File: src/rtl/gear_pkg.sv
// ============================================================================
// gear_pkg
// ----------------------------------------------------------------------------
// Shared helpers for the gearbox family (wide-to-narrow and narrow-to-wide).
//   - gear_state_e     : two-state serializer state (EMPTY / SERIALIZING)
//   - gear_lanes()     : slices per word, widthIn / widthOut
//   - gear_idx_width() : width of a slice index able to address N lanes
//   - gear_cfg_ok()    : elaboration-time legality of a width pair
// No ports; imported with `import gear_pkg::*;`.
// ============================================================================
package gear_pkg;

    typedef enum logic {
        EMPTY       = 1'b0,
        SERIALIZING = 1'b1
    } gear_state_e;

    // Number of narrow lanes carried by one wide word.
    function automatic int gear_lanes(input int width_in, input int width_out);
        return (width_out > 0) ? (width_in / width_out) : 0;
    endfunction

    // Smallest index width that can address n lanes (at least 1 bit).
    function automatic int gear_idx_width(input int n);
        int w;
        w = 1;
        while ((1 << w) < n) begin
            w = w + 1;
        end
        return w;
    endfunction

    // A width pair is legal when it divides exactly into two or more lanes.
    function automatic bit gear_cfg_ok(input int width_in, input int width_out);
        return (width_out > 0) &&
               ((width_in % width_out) == 0) &&
               ((width_in / width_out) >= 2);
    endfunction

endpackage : gear_pkg

File: src/rtl/gear_lane_mux.sv
// ============================================================================
// gear_lane_mux
// ----------------------------------------------------------------------------
// Combinational N:1 slice selector. Lane i occupies bits
// [i*widthOut +: widthOut] of the buffer; lane 0 is the least significant.
//
// Parameters:
//   widthOut - slice width
//   N        - number of lanes in the buffer
// Ports:
//   buffer_i [N*widthOut-1:0] in  : wide word being serialized
//   idx_i    [IW-1:0]         in  : lane select (0 .. N-1)
//   slice_o  [widthOut-1:0]   out : selected lane
// ============================================================================
module gear_lane_mux
    import gear_pkg::*;
#(
    parameter int widthOut = 32,
    parameter int N        = 4,
    localparam int IW      = gear_idx_width(N)
) (
    input  logic [N*widthOut-1:0] buffer_i,
    input  logic [IW-1:0]         idx_i,
    output logic [widthOut-1:0]   slice_o
);

    // Compare-and-select rather than an array index so that index codes above
    // N-1 (possible in the encoding when N is not a power of two) decode to
    // zero instead of reading past the buffer.
    always_comb begin
        // NOTE: default assignment first so every path drives slice_o;
        // without it the if-chain below would infer a latch.
        slice_o = '0;
        for (int i = 0; i < N; i++) begin
            if (idx_i == IW'(i)) begin
                slice_o = buffer_i[i*widthOut +: widthOut];
            end
        end
    end

endmodule : gear_lane_mux

File: src/rtl/gear_nto1_base.sv
// ============================================================================
// gear_nto1_base
// ----------------------------------------------------------------------------
// Wide-to-narrow gearbox. One widthIn-bit word accepted on the enq method is
// emitted as N = widthIn/widthOut consecutive widthOut-bit slices on the
// first/deq method pair, slice 0 (bits widthOut-1:0) first.
//
// Parameters:
//   widthIn  - input word width, integer multiple of widthOut
//   widthOut - output slice width
//   (derived) N = widthIn/widthOut >= 2, IW = index width for N lanes
//
// Ports:
//   CLK             in   clock
//   nRST            in   synchronous active-low reset
//   in_enq__ENA     in   enqueue strobe (only while in_enq__RDY)
//   in_enq_v        in   [widthIn]  word to serialize
//   in_enq__RDY     out  enqueue permitted
//   out_deq__ENA    in   dequeue strobe (only while out_deq__RDY)
//   out_deq__RDY    out  dequeue permitted
//   out_first       out  [widthOut] current slice
//   out_first__RDY  out  out_first valid
//
// Build option:
//   GEAR_NTO1_REFILL_EN - when defined, a new word may be enqueued in the same
//   cycle the last slice of the current word is dequeued, giving zero-bubble
//   output. This introduces a combinational out_deq__ENA -> in_enq__RDY path.
//   Undefined (default): enqueue only while empty, one bubble per word and no
//   ENA -> RDY combinational path.
// ============================================================================
module gear_nto1_base
    import gear_pkg::*;
#(
    parameter int widthIn  = 128,
    parameter int widthOut = 32
) (
    input  logic                CLK,
    input  logic                nRST,
    input  logic                in_enq__ENA,
    input  logic [widthIn-1:0]  in_enq_v,
    output logic                in_enq__RDY,
    input  logic                out_deq__ENA,
    output logic                out_deq__RDY,
    output logic [widthOut-1:0] out_first,
    output logic                out_first__RDY
);

    localparam int             N        = gear_lanes(widthIn, widthOut);
    localparam int             IW       = gear_idx_width(N);
    localparam logic [IW-1:0]  LAST_IDX = IW'(N - 1);

    // Reject illegal width pairs at elaboration.
    if (!gear_cfg_ok(widthIn, widthOut)) begin : g_bad_cfg
        $error("gear_nto1_base: widthIn must be a multiple of widthOut with N >= 2");
    end

    // ------------------------------------------------------------------------
    // State
    // ------------------------------------------------------------------------
    gear_state_e          state_q;
    logic [widthIn-1:0]   buffer_q;
    logic [IW-1:0]        idx_q;
    logic [IW-1:0]        idx_d;

    logic                 valid;
    logic                 last_slice;
    logic                 enq_fire;

    assign valid      = (state_q == SERIALIZING);
    assign last_slice = (idx_q == LAST_IDX);
    assign enq_fire   = in_enq__ENA & in_enq__RDY;

    // Explicit wrap on the last slice: with N=3 a plain increment would step
    // to 3, which is a valid 2-bit code but not a lane.
    always_comb begin
        idx_d = last_slice ? '0 : (idx_q + 1'b1);
    end

    // ------------------------------------------------------------------------
    // Handshake decode
    // ------------------------------------------------------------------------
`ifdef GEAR_NTO1_REFILL_EN
    // Accept the next word while the final slice is leaving.
    assign in_enq__RDY = ~valid | (last_slice & out_deq__ENA);
`else
    assign in_enq__RDY = ~valid;
`endif

    assign out_deq__RDY   = valid;
    assign out_first__RDY = valid;

    // ------------------------------------------------------------------------
    // FSM, index counter and word buffer
    // ------------------------------------------------------------------------
    // NOTE: sequential state is updated with non-blocking assignments so all
    // registers sample pre-edge values; reset here is synchronous (sampled on
    // the clock edge only).
    always_ff @(posedge CLK) begin
        if (!nRST) begin
            state_q  <= EMPTY;
            // NOTE: the word buffer is cleared on reset (not only the control
            // state) so out_first reads zero after reset rather than stale data.
            buffer_q <= '0;
            idx_q    <= '0;
        end else begin
            case (state_q)
                EMPTY: begin
                    if (enq_fire) begin
                        buffer_q <= in_enq_v;
                        idx_q    <= '0;
                        state_q  <= SERIALIZING;
                    end
                end
                SERIALIZING: begin
                    if (out_deq__ENA) begin
                        // enq_fire can only be true here on the last slice of
                        // a refill build; the new word replaces the old one.
                        if (enq_fire) begin
                            buffer_q <= in_enq_v;
                            idx_q    <= '0;
                        end else begin
                            idx_q <= idx_d;
                            if (last_slice) begin
                                state_q <= EMPTY;
                            end
                        end
                    end
                end
                default: begin
                    state_q <= EMPTY;
                    idx_q   <= '0;
                end
            endcase
        end
    end

    // ------------------------------------------------------------------------
    // Slice selection
    // ------------------------------------------------------------------------
    gear_lane_mux #(
        .widthOut (widthOut),
        .N        (N)
    ) u_lane_mux (
        .buffer_i (buffer_q),
        .idx_i    (idx_q),
        .slice_o  (out_first)
    );

    // ------------------------------------------------------------------------
    // Protocol and invariant checks (simulation only; ignored by synthesis)
    // ------------------------------------------------------------------------
    a_enq_protocol : assert property (@(posedge CLK) disable iff (!nRST)
        in_enq__ENA |-> in_enq__RDY)
        else $error("gear_nto1_base: in_enq__ENA asserted while not ready");

    a_deq_protocol : assert property (@(posedge CLK) disable iff (!nRST)
        out_deq__ENA |-> out_deq__RDY)
        else $error("gear_nto1_base: out_deq__ENA asserted while not ready");

    a_idx_bound : assert property (@(posedge CLK) disable iff (!nRST)
        idx_q <= LAST_IDX)
        else $error("gear_nto1_base: slice index beyond last lane");

endmodule : gear_nto1_base

File: config.mk
export PLATFORM = sky130hd
export DESIGN_NAME = gear_nto1_base
export DESIGN_NICKNAME = d
export VERILOG_FILES = /design/src/rtl/gear_pkg.sv /design/src/rtl/gear_lane_mux.sv /design/src/rtl/gear_nto1_base.sv
export SDC_FILE = /design/constraint.sdc
export NUM_CORES = 1
export LEC_CHECK = 0
export ABC_AREA = 1
export BUFFER_PORTS_ARGS = -buffer_cell sky130_fd_sc_hd__buf_2
export CAP_MARGIN = 20
export CELL_PAD_IN_SITES_DETAIL_PLACEMENT = 2
export CELL_PAD_IN_SITES_GLOBAL_PLACEMENT = 2
export CORE_ASPECT_RATIO = 1.2
export CORE_MARGIN = 3
export CORE_UTILIZATION = 30
export DETAILED_ROUTE_END_ITERATION = 8
export GPL_ROUTABILITY_DRIVEN = 0
export PLACE_DENSITY_LB_ADDON = 0.1
export SYNTH_ARGS = -nofsm -noshare
export SYNTH_HDL_FRONTEND = slang
export SYNTH_SLANG_ARGS = --single-unit
export TNS_END_PERCENT = 5
File: constraint.sdc
create_clock -name CLK -period 2.8 [get_ports CLK]
set_input_delay 0.84 -clock CLK [delete_from_list [all_inputs] [get_ports CLK]]
set_output_delay 0.84 -clock CLK [all_outputs]
set_load 0.01 [all_outputs]
==> run summary <==
Run status: finished clean
Number of antenna violations at the first check in global routing: 0
Clock tree root buffer cell: sky130_fd_sc_hd__clkbuf_16
Top cells by area, synth: sky130_fd_sc_hd__dfxtp_1 (46%), sky130_fd_sc_hd__nor2_1 (15%), sky130_fd_sc_hd__o21ai_0 (9.8%)
Pin slew with the least headroom to its limit: 0.568 ns
First-iteration detailed-routing DRC count: 313
Cell area after synthesis: 0.00576 mm²
R2r startpoint: out_deq__RDY
Cts-stage hold buffer count: 0
Number of synthesized flops with an enable pin: 0
Util after Layout: 41.9%
Nature of the critical path startpoint: flop
Number of instances in the synthesized netlist: 830
CTS sink cnt: 131
Leakage component of the power: 3.55 nW
DP HPWL: 15800 µm
Crit path top cell by count: sky130_fd_sc_hd__clkinvlp_4
Number of standard cells in the layout, taps in and fillers out: 1244
Number of buffers created by CTS: 17
Number of antenna diodes: 0
Worst Hold Margin: 0.458 ns
Overall power: 5.43 mW
Global-route wire length before repair: 35500 µm
Most used flip-flop cell after synthesis: sky130_fd_sc_hd__dfxtp_1
Multi-input gate area: 0.00278 mm²
Share of the synthesized area in the top cell type: 45.6%
Standard-cell rows: 54
Ratio of total power to cell area: 701 mW/mm²
RSZ-0062 raised after global routing: true
Setup slack of the worst register-to-register path: 1.17 ns
WL final: 24000 µm
DR WL/cell: 19.3 µm
Average size of a mapped cell: 6.93 µm²
Cell depth of the worst flop-to-flop path: 5
DRC violations left: 0
Cell taking the most area after synthesis: sky130_fd_sc_hd__dfxtp_1
Cell breakdown of the critical path: clkinvlp_4, ha_4, clkinvlp_4, clkbuf_16, nand3_1, a21oi_1, buf_2
Commonest non-fill, non-tap cell in the layout: sky130_fd_sc_hd__nor2_1
Sort of element at the end of the critical path: primary output
Largest stage delay, worst path: 0.38 ns
Max Cap Viol: 0
Number of placed instances with taps included: 1201
Die width: 132 µm
Final global-route overflow total: 0
Die outline area: 0.0209 mm²
Share of async-settable or async-resettable flops after synthesis: 0%
Core Box Area: 0.0185 mm²
Starting density of the core: 31.1%
Crit Path Category: flop to primary output
First-pass DRT Iterations: 4
Critical Path Sink: out_first[20]
Shortest clock period the worst path allows after layout: 2.78 ns
NumNets Final: 1115
Yosys Warn Count: 0
Maximum number of pins on one net before global-route repair: 65
Average vias per placed instance: 4.96
Layout cell share with drive strength beyond 1: 27.6%
Antenna-violating nets left: 0
Register area: 0.00263 mm²
I/O pins: 167
Launch point of the critical path: idx_q[0]
Synth Net Count: 966
Library cells used by synthesis: 22
Hold WC Path Type: flop to flop
Number of register bits inferred by synthesis: 131
Buffers and inverters on the worst path: 4
Number of global-route vias before repair: 6628
Count of buffers from port buffering: 166
CTS clk-pin slew, worst paths: 0.06 ns
Worst reg2reg path endpoint: buffer_q[92]
Dominant delay contributor by cell family on the critical path: buffers and inverters
Top achievable clock speed: 360 MHz
Part of the Yosys area used for sequential elements: 45.6%
GRT Total Usage: 21.5%
Clock tree from TritonCTS: built
Final Hold Violating Endpoints: 0
Post-Route Skew: 0.00496 ns
Signed area change from the synthesized netlist to the final layout: 34.7%
Most frequent cells in the layout: sky130_fd_sc_hd__nor2_1 (224), sky130_fd_sc_hd__buf_2 (165), sky130_fd_sc_hd__dfxtp_1 (129)
Max-Slew Margin vs Limit: 62.2%
WP data required: 1.96 ns
Final Setup Violations: 0
Number of levels in the clock H-tree: 4
Post-route fraction of the period consumed by the critical path: 99.3%
Vertical extent of the die: 158 µm
Final Max Slew Viols: 0
Arrival time reported for the critical path endpoint: 1.94 ns
Largest voltage drop on the vdd net: 0.427 mV
Cell depth of the worst setup path: 7
Clock latency of the later-clocked register in the worst-skew pair: 0.41 ns
Top fanout value on the critical path: 6
Fill count: 2220
Slowest cell on the critical path: sky130_fd_sc_hd__dfxtp_4
Detailed-route via count: 6171
Maximum root-to-sink buffer count: 2
-- final cells by class --
type                            instances  share of cell area (%)
Multi-Input combinational cell        591                    35.9
Sequential cell                       131                    33.9
Timing Repair Buffer                  197                    15.7
Clock buffer                           20                    5.76
Tap cell                              252                    4.07
Clock inverter                         12                    2.63
Inverter                               41                    2.10
-- worst min path at each step --
stage               slack (ns)      endpoint  cells past startpoint          from
floorplan                 0.43  buffer_q[52]                      2  buffer_q[52]
global placement          0.44  buffer_q[62]                      2  buffer_q[62]
detailed placement        0.45  buffer_q[63]                      2  buffer_q[63]
CTS                       0.46  buffer_q[63]                      2  buffer_q[63]
global route              0.48  buffer_q[57]                      2  buffer_q[57]
finish                    0.46  buffer_q[63]                      2  buffer_q[63]
-- worst min-delay path, cell delays in order, from the launching register on --
cell and delay [ns]:
sky130_fd_sc_hd__dfxtp_1 0.30, sky130_fd_sc_hd__inv_1 0.06, sky130_fd_sc_hd__a21oi_1 0.05
-- metrics by stage --
step	TNS (ns)	cell area (µm²)	setup slack, ns
2_1_floorplan	0	5760	0.646
3_3_place_gp	0	6710	0.279
3_5_place_dp	0	6710	0.135
4_1_cts	0	7430	0.00829
5_1_grt	-1.61	7750	-0.0944
6_report	0	7750	0.0193
-- logic make-up (layout without fill, tap and decap cells) --
kind of cell / count (synthesis) / count (layout) / share of synthesized area (%)
flops: 131 / 131 / 45.6
compound gates: 228 / 228 / 19.9
simple gates: 359 / 359 / 24.3
fa+ha+maj: 4 / 4 / 0.870
buf+inv: 108 / 270 / 9.33
-- repair_timing --
item	4_1_cts	5_1_grt
pin swaps	0	4
setup buffers	3	3
setup endpoints to repair	32	28
gates cloned	0	5
endpoints found under the hold margin	0	0
gates resized for setup	12	46
-- flip-flops by register name, summed over array words and instances, names as in the netlist --
register	flops
idx_q	2
buffer_q	128
out_deq__RDY	1
-- cell usage after synthesis (2+ instances only) --
library cell               number
sky130_fd_sc_hd__o21ai_0      113
sky130_fd_sc_hd__inv_1         39
sky130_fd_sc_hd__ha_1           4
sky130_fd_sc_hd__buf_6          7
sky130_fd_sc_hd__o21ai_1       16
sky130_fd_sc_hd__buf_2         18
sky130_fd_sc_hd__nand2_1      100
sky130_fd_sc_hd__a21oi_1       98
sky130_fd_sc_hd__buf_4          4
sky130_fd_sc_hd__nand3_1       32
sky130_fd_sc_hd__nor2_1       225
sky130_fd_sc_hd__inv_2          2
sky130_fd_sc_hd__clkbuf_2       8
sky130_fd_sc_hd__clkbuf_1      26
sky130_fd_sc_hd__dfxtp_1      131
-- report_power, final --
group | leakage, nW | switching, mW | internal, mW | total, mW
clock network | 0.307 | 0.868 | 1.61 | 2.48
registers | 1.09 | 0.0824 | 2.02 | 2.11
logic | 2.16 | 0.518 | 0.332 | 0.851
total | 3.55 | 1.47 | 3.96 | 5.43
-- layer usage --
| metal | GRT usage [%] | part of all wire, % | up-vias |
|---|---|---|---|
| li1 | - | - | 2973 |
| met1 | 25.8 | 42 | 3052 |
| met2 | 39.4 | 53 | 126 |
| met3 | 3.53 | 3.2 | 20 |
| met4 | 7.23 | 1.4 | 0 |
| met5 | 0 | 0 | - |
(Power assumes the default switching activity.)
